## src/rtl/ram_arb_pkg.sv

```systemverilog
// rtl/ram_arb_pkg.sv - shared constants, state encoding and helpers for the RAM write arbiter
package ram_arb_pkg;

   localparam int REQ_CPU   = 0;
   localparam int REQ_STACK = 1;
   localparam int REQ_SFR   = 2;
   localparam int N_REQ     = 3;

   typedef enum logic {
      ST_UNLOCKED = 1'b0,
      ST_LOCKED   = 1'b1
   } arb_state_t;

   function automatic int clog2(input int value);
      int r;
      r = 0;
      while ((1 << r) < value) r = r + 1;
      return r;
   endfunction

endpackage

```

## src/rtl/ram_write_arbiter_if.sv

```systemverilog
// rtl/ram_write_arbiter_if.sv - requester-side request/grant bus of the RAM write arbiter
interface ram_write_arbiter_if #(
   parameter int N      = 3,
   parameter int ADDR_W = 8,
   parameter int DATA_W = 8
);

   logic [N-1:0]        req;
   logic [N-1:0]        lock;
   logic [N*ADDR_W-1:0] req_addr;
   logic [N*DATA_W-1:0] req_data;
   logic [N-1:0]        gnt;

   modport master (output req, output lock, output req_addr, output req_data, input gnt);
   modport slave  (input req, input lock, input req_addr, input req_data, output gnt);

endinterface

```

## src/rtl/rr_pick.sv

```systemverilog
// rtl/rr_pick.sv - N-wide round-robin picker, first requester at or after ptr wins
module rr_pick
   import ram_arb_pkg::*;
#(
   parameter int N = 2,
   localparam int PW = (N > 1) ? clog2(N) : 1
) (
   input  logic [N-1:0]  req,
   input  logic [PW-1:0] ptr,
   output logic [N-1:0]  gnt
);

   logic [PW-1:0] idx;
   logic          found;

   // scan from ptr upward with wrap, grant the first active request
   always_comb begin
      gnt   = '0;
      found = 1'b0;
      idx   = '0;
      for (int off = 0; off < N; off++) begin
         idx = PW'((int'(ptr) + off) % N);
         if (!found && req[idx]) begin
            gnt[idx] = 1'b1;
            found    = 1'b1;
         end
      end
   end

endmodule

```

## src/rtl/ram_write_arbiter.sv

```systemverilog
// rtl/ram_write_arbiter.sv - shares the internal RAM write port between CPU, stack and SFR updates
module ram_write_arbiter
   import ram_arb_pkg::*;
#(
   parameter int ADDR_W   = 8,
   parameter int DATA_W   = 8,
   parameter int MAX_WAIT = 4,
   parameter int LOCK_MAX = 8
) (
   input  logic              clock,
   input  logic              reset,
   ram_write_arbiter_if.slave bus,
   output logic              ram_wr_en_data,
   output logic [ADDR_W-1:0] ram_wr_addr,
   output logic [DATA_W-1:0] ram_wr_byte,
   output logic [1:0]        owner,
   output logic              locked,
   output logic              lock_err
);

   localparam int WAIT_W = clog2(MAX_WAIT + 1);
   localparam int LCNT_W = clog2(LOCK_MAX + 1);
   localparam logic [1:0] IDX_CPU   = 2'(REQ_CPU);
   localparam logic [1:0] IDX_STACK = 2'(REQ_STACK);
   localparam logic [1:0] IDX_SFR   = 2'(REQ_SFR);

   arb_state_t        state, state_nx;
   logic [WAIT_W-1:0] wait_cnt [N_REQ];
   logic [LCNT_W-1:0] lock_cnt;
   logic [1:0]        rr_ptr;
   logic [N_REQ-1:0]  promo_gnt;
   logic [N_REQ-1:0]  gnt_c;
   logic [1:0]        rr_gnt;
   logic [1:0]        gnt_idx;
   logic              gnt_any;
   logic              force_rel;
   logic [ADDR_W-1:0] sel_addr;
   logic [DATA_W-1:0] sel_data;

   // round-robin among the non-CPU requesters; pointer 1 = stack first, 2 = SFR first
   rr_pick #(.N(N_REQ - 1)) u_rr (
      .req (bus.req[N_REQ-1:1]),
      .ptr (rr_ptr == IDX_SFR),
      .gnt (rr_gnt)
   );

   // lowest-index requester whose wait counter has saturated gets promoted
   always_comb begin
      promo_gnt = '0;
      for (int i = 0; i < N_REQ; i++) begin
         if (promo_gnt == '0 && bus.req[i] && wait_cnt[i] == WAIT_W'(MAX_WAIT))
            promo_gnt[i] = 1'b1;
      end
   end

   // grant selection and lock FSM next state; forced release grants nothing that cycle
   always_comb begin
      gnt_c     = '0;
      state_nx  = state;
      force_rel = 1'b0;
      unique case (state)
         ST_UNLOCKED: begin
            if (promo_gnt != '0)          gnt_c = promo_gnt;
            else if (bus.req[REQ_CPU])    gnt_c[REQ_CPU] = 1'b1;
            else                          gnt_c = {rr_gnt, 1'b0};
            if ((gnt_c & bus.lock) != '0) state_nx = ST_LOCKED;
         end
         ST_LOCKED: begin
            if (lock_cnt == LCNT_W'(LOCK_MAX - 1)) begin
               force_rel = 1'b1;
               state_nx  = ST_UNLOCKED;
            end else begin
               gnt_c[owner] = bus.req[owner];
               if (!bus.lock[owner]) state_nx = ST_UNLOCKED;
            end
         end
         default: ;
      endcase
      if (!reset) gnt_c = '0;
   end

   assign bus.gnt = gnt_c;
   assign gnt_any = |gnt_c;
   assign locked  = (state == ST_LOCKED);

   // encode the granted index and route its address/data toward the output register
   always_comb begin
      gnt_idx  = '0;
      sel_addr = '0;
      sel_data = '0;
      for (int i = 0; i < N_REQ; i++) begin
         if (gnt_c[i]) begin
            gnt_idx  = 2'(i);
            sel_addr = bus.req_addr[i*ADDR_W +: ADDR_W];
            sel_data = bus.req_data[i*DATA_W +: DATA_W];
         end
      end
   end

   // lock FSM state, lock duration counter and forced-release error pulse
   always_ff @(posedge clock or negedge reset) begin
      if (!reset) begin
         state    <= ST_UNLOCKED;
         lock_cnt <= '0;
         lock_err <= 1'b0;
      end else begin
         state    <= state_nx;
         lock_err <= force_rel;
         if (state == ST_UNLOCKED) lock_cnt <= '0;
         else                      lock_cnt <= lock_cnt + 1'b1;
      end
   end

   // per-requester wait counters: count unserved cycles, saturate, clear on grant or drop
   always_ff @(posedge clock or negedge reset) begin
      if (!reset) begin
         for (int i = 0; i < N_REQ; i++) wait_cnt[i] <= '0;
      end else begin
         for (int i = 0; i < N_REQ; i++) begin
            if (!bus.req[i] || gnt_c[i])             wait_cnt[i] <= '0;
            else if (wait_cnt[i] != WAIT_W'(MAX_WAIT)) wait_cnt[i] <= wait_cnt[i] + 1'b1;
         end
      end
   end

   // registered RAM write port, owner tracking and round-robin pointer advance
   always_ff @(posedge clock or negedge reset) begin
      if (!reset) begin
         ram_wr_en_data <= 1'b0;
         ram_wr_addr    <= '0;
         ram_wr_byte    <= '0;
         owner          <= IDX_CPU;
         rr_ptr         <= IDX_STACK;
      end else begin
         ram_wr_en_data <= gnt_any;
         if (gnt_any) begin
            ram_wr_addr <= sel_addr;
            ram_wr_byte <= sel_data;
            owner       <= gnt_idx;
            if (gnt_idx != IDX_CPU)
               rr_ptr <= (gnt_idx == IDX_SFR) ? IDX_STACK : gnt_idx + 2'd1;
         end
      end
   end

endmodule

```

## src/flat_wrapper.sv

```systemverilog
// flat-port wrapper written by rule: the top's interface ports become plain ports
module ram_write_arbiter_flat import ram_arb_pkg::*;
#(
   parameter int ADDR_W   = 8,
   parameter int DATA_W   = 8,
   parameter int MAX_WAIT = 4,
   parameter int LOCK_MAX = 8
)
  (clock, reset, ram_wr_en_data, ram_wr_addr, ram_wr_byte, owner, locked, lock_err, bus_req, bus_lock, bus_req_addr, bus_req_data, bus_gnt);
  ram_write_arbiter_if #(.N(N_REQ), .ADDR_W(ADDR_W), .DATA_W(DATA_W)) bus_i ();
  input  logic clock;
  input  logic reset;
  output logic ram_wr_en_data;
  output logic [ADDR_W-1:0] ram_wr_addr;
  output logic [DATA_W-1:0] ram_wr_byte;
  output logic [1:0] owner;
  output logic locked;
  output logic lock_err;
  input wire logic [$bits(bus_i.req)-1:0] bus_req;
  input wire logic [$bits(bus_i.lock)-1:0] bus_lock;
  input wire logic [$bits(bus_i.req_addr)-1:0] bus_req_addr;
  input wire logic [$bits(bus_i.req_data)-1:0] bus_req_data;
  output wire logic [$bits(bus_i.gnt)-1:0] bus_gnt;
  assign bus_i.req = bus_req;
  assign bus_i.lock = bus_lock;
  assign bus_i.req_addr = bus_req_addr;
  assign bus_i.req_data = bus_req_data;
  assign bus_gnt = bus_i.gnt;
  ram_write_arbiter #(.ADDR_W(ADDR_W), .DATA_W(DATA_W), .MAX_WAIT(MAX_WAIT), .LOCK_MAX(LOCK_MAX)) u_core (.clock(clock), .reset(reset), .bus(bus_i), .ram_wr_en_data(ram_wr_en_data), .ram_wr_addr(ram_wr_addr), .ram_wr_byte(ram_wr_byte), .owner(owner), .locked(locked), .lock_err(lock_err));
endmodule
```

## config.mk

```make
export PLATFORM = sky130hd
export DESIGN_NAME = ram_write_arbiter_flat
export DESIGN_NICKNAME = d
export VERILOG_FILES = /design/src/rtl/ram_arb_pkg.sv /design/src/rtl/ram_write_arbiter_if.sv /design/src/rtl/rr_pick.sv /design/src/rtl/ram_write_arbiter.sv /design/src/flat_wrapper.sv
export SDC_FILE = /design/constraint.sdc
export NUM_CORES = 1
export LEC_CHECK = 0
export CORE_MARGIN = 3
export CORE_UTILIZATION = 48
export DETAILED_ROUTE_END_ITERATION = 8
export GPL_TIMING_DRIVEN = 0
export PLACE_DENSITY = 0.95
export RECOVER_POWER = 50
export SKIP_CTS_REPAIR_TIMING = 1
export SLEW_MARGIN = 40
export SYNTH_ARGS = -nofsm -noshare
export SYNTH_HDL_FRONTEND = slang
export SYNTH_SLANG_ARGS = --single-unit
```

## constraint.sdc

```tcl
create_clock -name clock -period 3.1 [get_ports clock]
set_clock_uncertainty 0.2 [all_clocks]
set_input_delay 0.465 -clock clock [delete_from_list [all_inputs] [get_ports clock]]
set_output_delay 0.465 -clock clock [all_outputs]
set_load 0.02 [all_outputs]
```

==> results.sh <==
export IMPL_placed_area_mm2=0.003064
export IMPL_drive_above_1_share=0.1828
export IMPL_area_growth_pct=46.52
export IMPL_syn_area_mm2=0.002211
export IMPL_status="finished with violations"
export IMPL_fin_crit_sh=0.9649
export IMPL_fin_ws_ns=0.1087
export IMPL_start_util=0.5009
export IMPL_insertion_delay_ns=0.29
export IMPL_hold_path_class="register to register"
export IMPL_synthSimpleGateAreaFrac=0.1285
export IMPL_relSlewSlack=-0.02431
export IMPL_synth_top_family_by_area="compound AO/OA/AOI/OAI gates"
export IMPL_p_total_w=0.002867
export IMPL_p_leak_nw=1.377
export IMPL_grt_pass1_wl_um=9528
export IMPL_p_per_area_mw_per_mm2=885.2
export IMPL_cts_htree_levels=2
export IMPL_fin_crit_ns=2.991
export IMPL_avgSynthCellArea_um2=11.11
export IMPL_cts_tree="done"
export IMPL_first_iter_violations=88
export IMPL_cts_sinks=36
export IMPL_critPathKind="register to output port"
export IMPL_worst_ep_required_time_ns=2.43
export IMPL_synth_compound_area_frac=0.3373
export IMPL_yosysSeqAreaShare=0.4080
export IMPL_fp_dieArea_mm2=0.005456
export IMPL_path_cells="ha_1 > and3b_1 > nor3_4 > a2bb2oi_2 > buf_4 > inv_1 > clkdlybuf4s50_1"
export IMPL_wl_per_cell_um=18.04
export IMPL_antenna_found_initial=0
export IMPL_num_rows=24
export IMPL_place_congestion=0.7827
export IMPL_synthAdderAreaFrac=0.03962
export IMPL_synth_edf_count=0
export IMPL_finalWirelength_um=6170
export IMPL_final_util=0.7338
export IMPL_clockBufferDepth=2
export IMPL_synth_nets=262
export IMPL_die_h_um=73.87
export IMPL_synthMuxAreaShare=0.004527
export IMPL_end_kind="output port"
export IMPL_slew_viol_final=36
export IMPL_synth_seq_cells=36
export IMPL_vias=1987
export IMPL_path_clk_slew_ns=0.07
export IMPL_ys_types=45
export IMPL_crit_path_top_delay_cell="clkdlybuf4s50_1"
export IMPL_yosysWarnings=0
export IMPL_finalSetupViolations=0
export IMPL_viasPerCell=5.810
export IMPL_nets=352
export IMPL_gr_usage_all_layers=0.2300
export IMPL_start_kind="register"
export IMPL_dp_hpwl_um=4274
export IMPL_finalInstanceArea_mm2=0.003239
export IMPL_portBuffers=79
export IMPL_max_freq_ghz=0.3343
export IMPL_cap_violations=1
export IMPL_violations="max-capacitance violations, max-slew violations"
export IMPL_dp_slack_ns=-0.5742
export IMPL_synthXorXnorAreaFrac=0.01981
export IMPL_syn_inst=199
export IMPL_ys_async_sr_fraction=1.000
export IMPL_drc=0
export IMPL_arrival_ns=2.33
export IMPL_hold_viol=0
export IMPL_ys_flop_type="dfrtp_1"
export IMPL_num_io_pins=80
export IMPL_postRouteAntennaNets=0
export IMPL_cts_root_buf="clkbuf_8"
export IMPL_num_antenna_cells=0
export IMPL_ir_worst_vdd_mv=0.5178
export IMPL_grt_pass1_vias=2072
export IMPL_die_w_um=73.87
export IMPL_max_stage_delay_ns=0.59
export IMPL_cts_buffers=5
export IMPL_grt_max_degree=41
export IMPL_grt_overflow_total=0
export IMPL_core_area_mm2=0.004414
export IMPL_path_max_fanout=10
export IMPL_tightest_slew_ns=1.536
export IMPL_detailedRoute_firstPassIterationCount=4
[metal layers]
metal / vias to the layer above / part of all wire / track usage / wire length (µm)
li1: 945 / - / - / -
met1: 950 / 0.41 / 0.2769 / 2507
met2: 74 / 0.52 / 0.3868 / 3180
met3: 18 / 0.049 / 0.05746 / 303
met4: 0 / 0.029 / 0.09859 / 179
met5: - / 0 / 0 / 0
[area by class of cell]
type                    count  area (µm²)
repair buffers             83       827.0
plain buffers              14       100.1
clock inverters             2       35.03
clock buffers               6       72.57
well taps                  52       65.06
flip-flops and latches     36       902.1
fillers                   309        1175
multi-input cells         139        1197
inverters                  10       40.04
[cell usage after synthesis, types with 2 or more instances]
cell       instances  share of area
dfrtp_1           35           0.40
nand2_1           18          0.031
o221ai_1          16          0.063
a2bb2oi_2         10          0.068
inv_1              9          0.015
a32oi_1            8          0.032
a32oi_2            8          0.059
nor2_1             8          0.014
a2bb2oi_1          7          0.028
and2_1             7          0.020
ha_1               7          0.040
buf_2              6          0.014
nand3_1            6          0.014
buf_6              4          0.020
o21ai_0            4         0.0091
xnor2_1            4          0.016
a21oi_1            3         0.0068
and3_1             3         0.0085
nor2b_1            3         0.0085
a21boi_1           2         0.0068
buf_4              2         0.0068
clkbuf_1           2         0.0034
nand2_2            2         0.0057
nand3b_1           2         0.0068
nor3_2             2         0.0091
o21a_1             2         0.0068
[logic make-up (layout without fill, tap and decap cells)]
kind of cell | Yosys count | after routing
flops | 36 | 36
xor+xnor | 5 | 5
buf+inv | 24 | 115
simple gates | 55 | 55
compound gates | 71 | 71
fa+ha+maj | 7 | 7
mux | 1 | 1
[per-stage QoR]
| step | hold WS [ns] | setup TNS, ns | std cells |
|---|---|---|---|
| final | 0.2646 | 0 | 342 |
| after global routing | 0.2961 | -0.01331 | 342 |
| after CTS | -0.04995 | -1.223 | 338 |
| after detailed placement | 0.2556 | -1.081 | 330 |
| after global placement | 0.2500 | -18.28 | 330 |
| after floorplan | -0.03059 | 0 | 199 |
[worst max-delay path: cells and delay by family (launching register included)]
kind	cells	cell delay (ns)
and+or+nand+nor	2	0.51
AOI/OAI and AO/OA	1	0.09
DFF	1	0.40
buffers and inverters	3	0.82
adders and majority gates	1	0.22
[state kept, by name, summed over array words and instances, names as in the netlist]
register	count
u_core.owner	2
u_core.locked	1
u_core.ram_wr_byte	8
u_core.lock_err	1
u_core.ram_wr_en_data	1
u_core.rr_ptr	2
u_core.ram_wr_addr	8
u_core.wait_cnt	9
u_core.lock_cnt	4
[final timing paths]
check | start | end | slack (ns) | cells past startpoint
setup / recovery | u_core.lock_cnt[0] | bus_gnt[0] | 0.11 | 7
hold / removal | u_core.lock_cnt[0] | u_core.lock_cnt[0] | 0.26 | 1
setup reg to reg | u_core.wait_cnt[6] | u_core.ram_wr_byte[3] | 0.65 | 9
hold reg to reg | u_core.lock_cnt[0] | u_core.lock_cnt[0] | 0.26 | 1
max in group asynchronous | reset | u_core.wait_cnt[2] | 0.43 | 3
min in group asynchronous | reset | u_core.rr_ptr[0] | 0.70 | 2
[placed cells by master (no fill, tap or decap), types with 2 or more instances in the layout]
cell type,synthesis,routed
buf_4,2,5
xnor2_1,4,4
ha_1,7,6
clkbuf_1,2,4
buf_6,4,4
nand3_1,6,6
clkbuf_8,0,5
a32oi_2,8,8
and3_1,3,3
dfrtp_1,35,35
nor2_1,8,8
a2bb2oi_1,7,7
dlygate4sd3_1,0,8
clkdlybuf4s50_1,0,66
and2_0,0,2
buf_2,6,5
o21a_1,2,2
inv_1,9,9
and2_1,7,5
a32oi_1,8,8
a2bb2oi_2,10,10
nand2_1,18,17
nand3b_1,2,2
o21ai_0,4,4
o221ai_1,16,16
a21oi_1,3,3
nor2b_1,3,3
dlymetal6s2s_1,0,4
nand2_2,2,3
[power by group]
| group | internal (W) | switching, W |
|---|---|---|
| registers | 0.000669 | 0.000155 |
| clock network | 0.000239 | 0.000168 |
| logic | 0.000806 | 0.000831 |
Power figures use the tool's default switching activity.
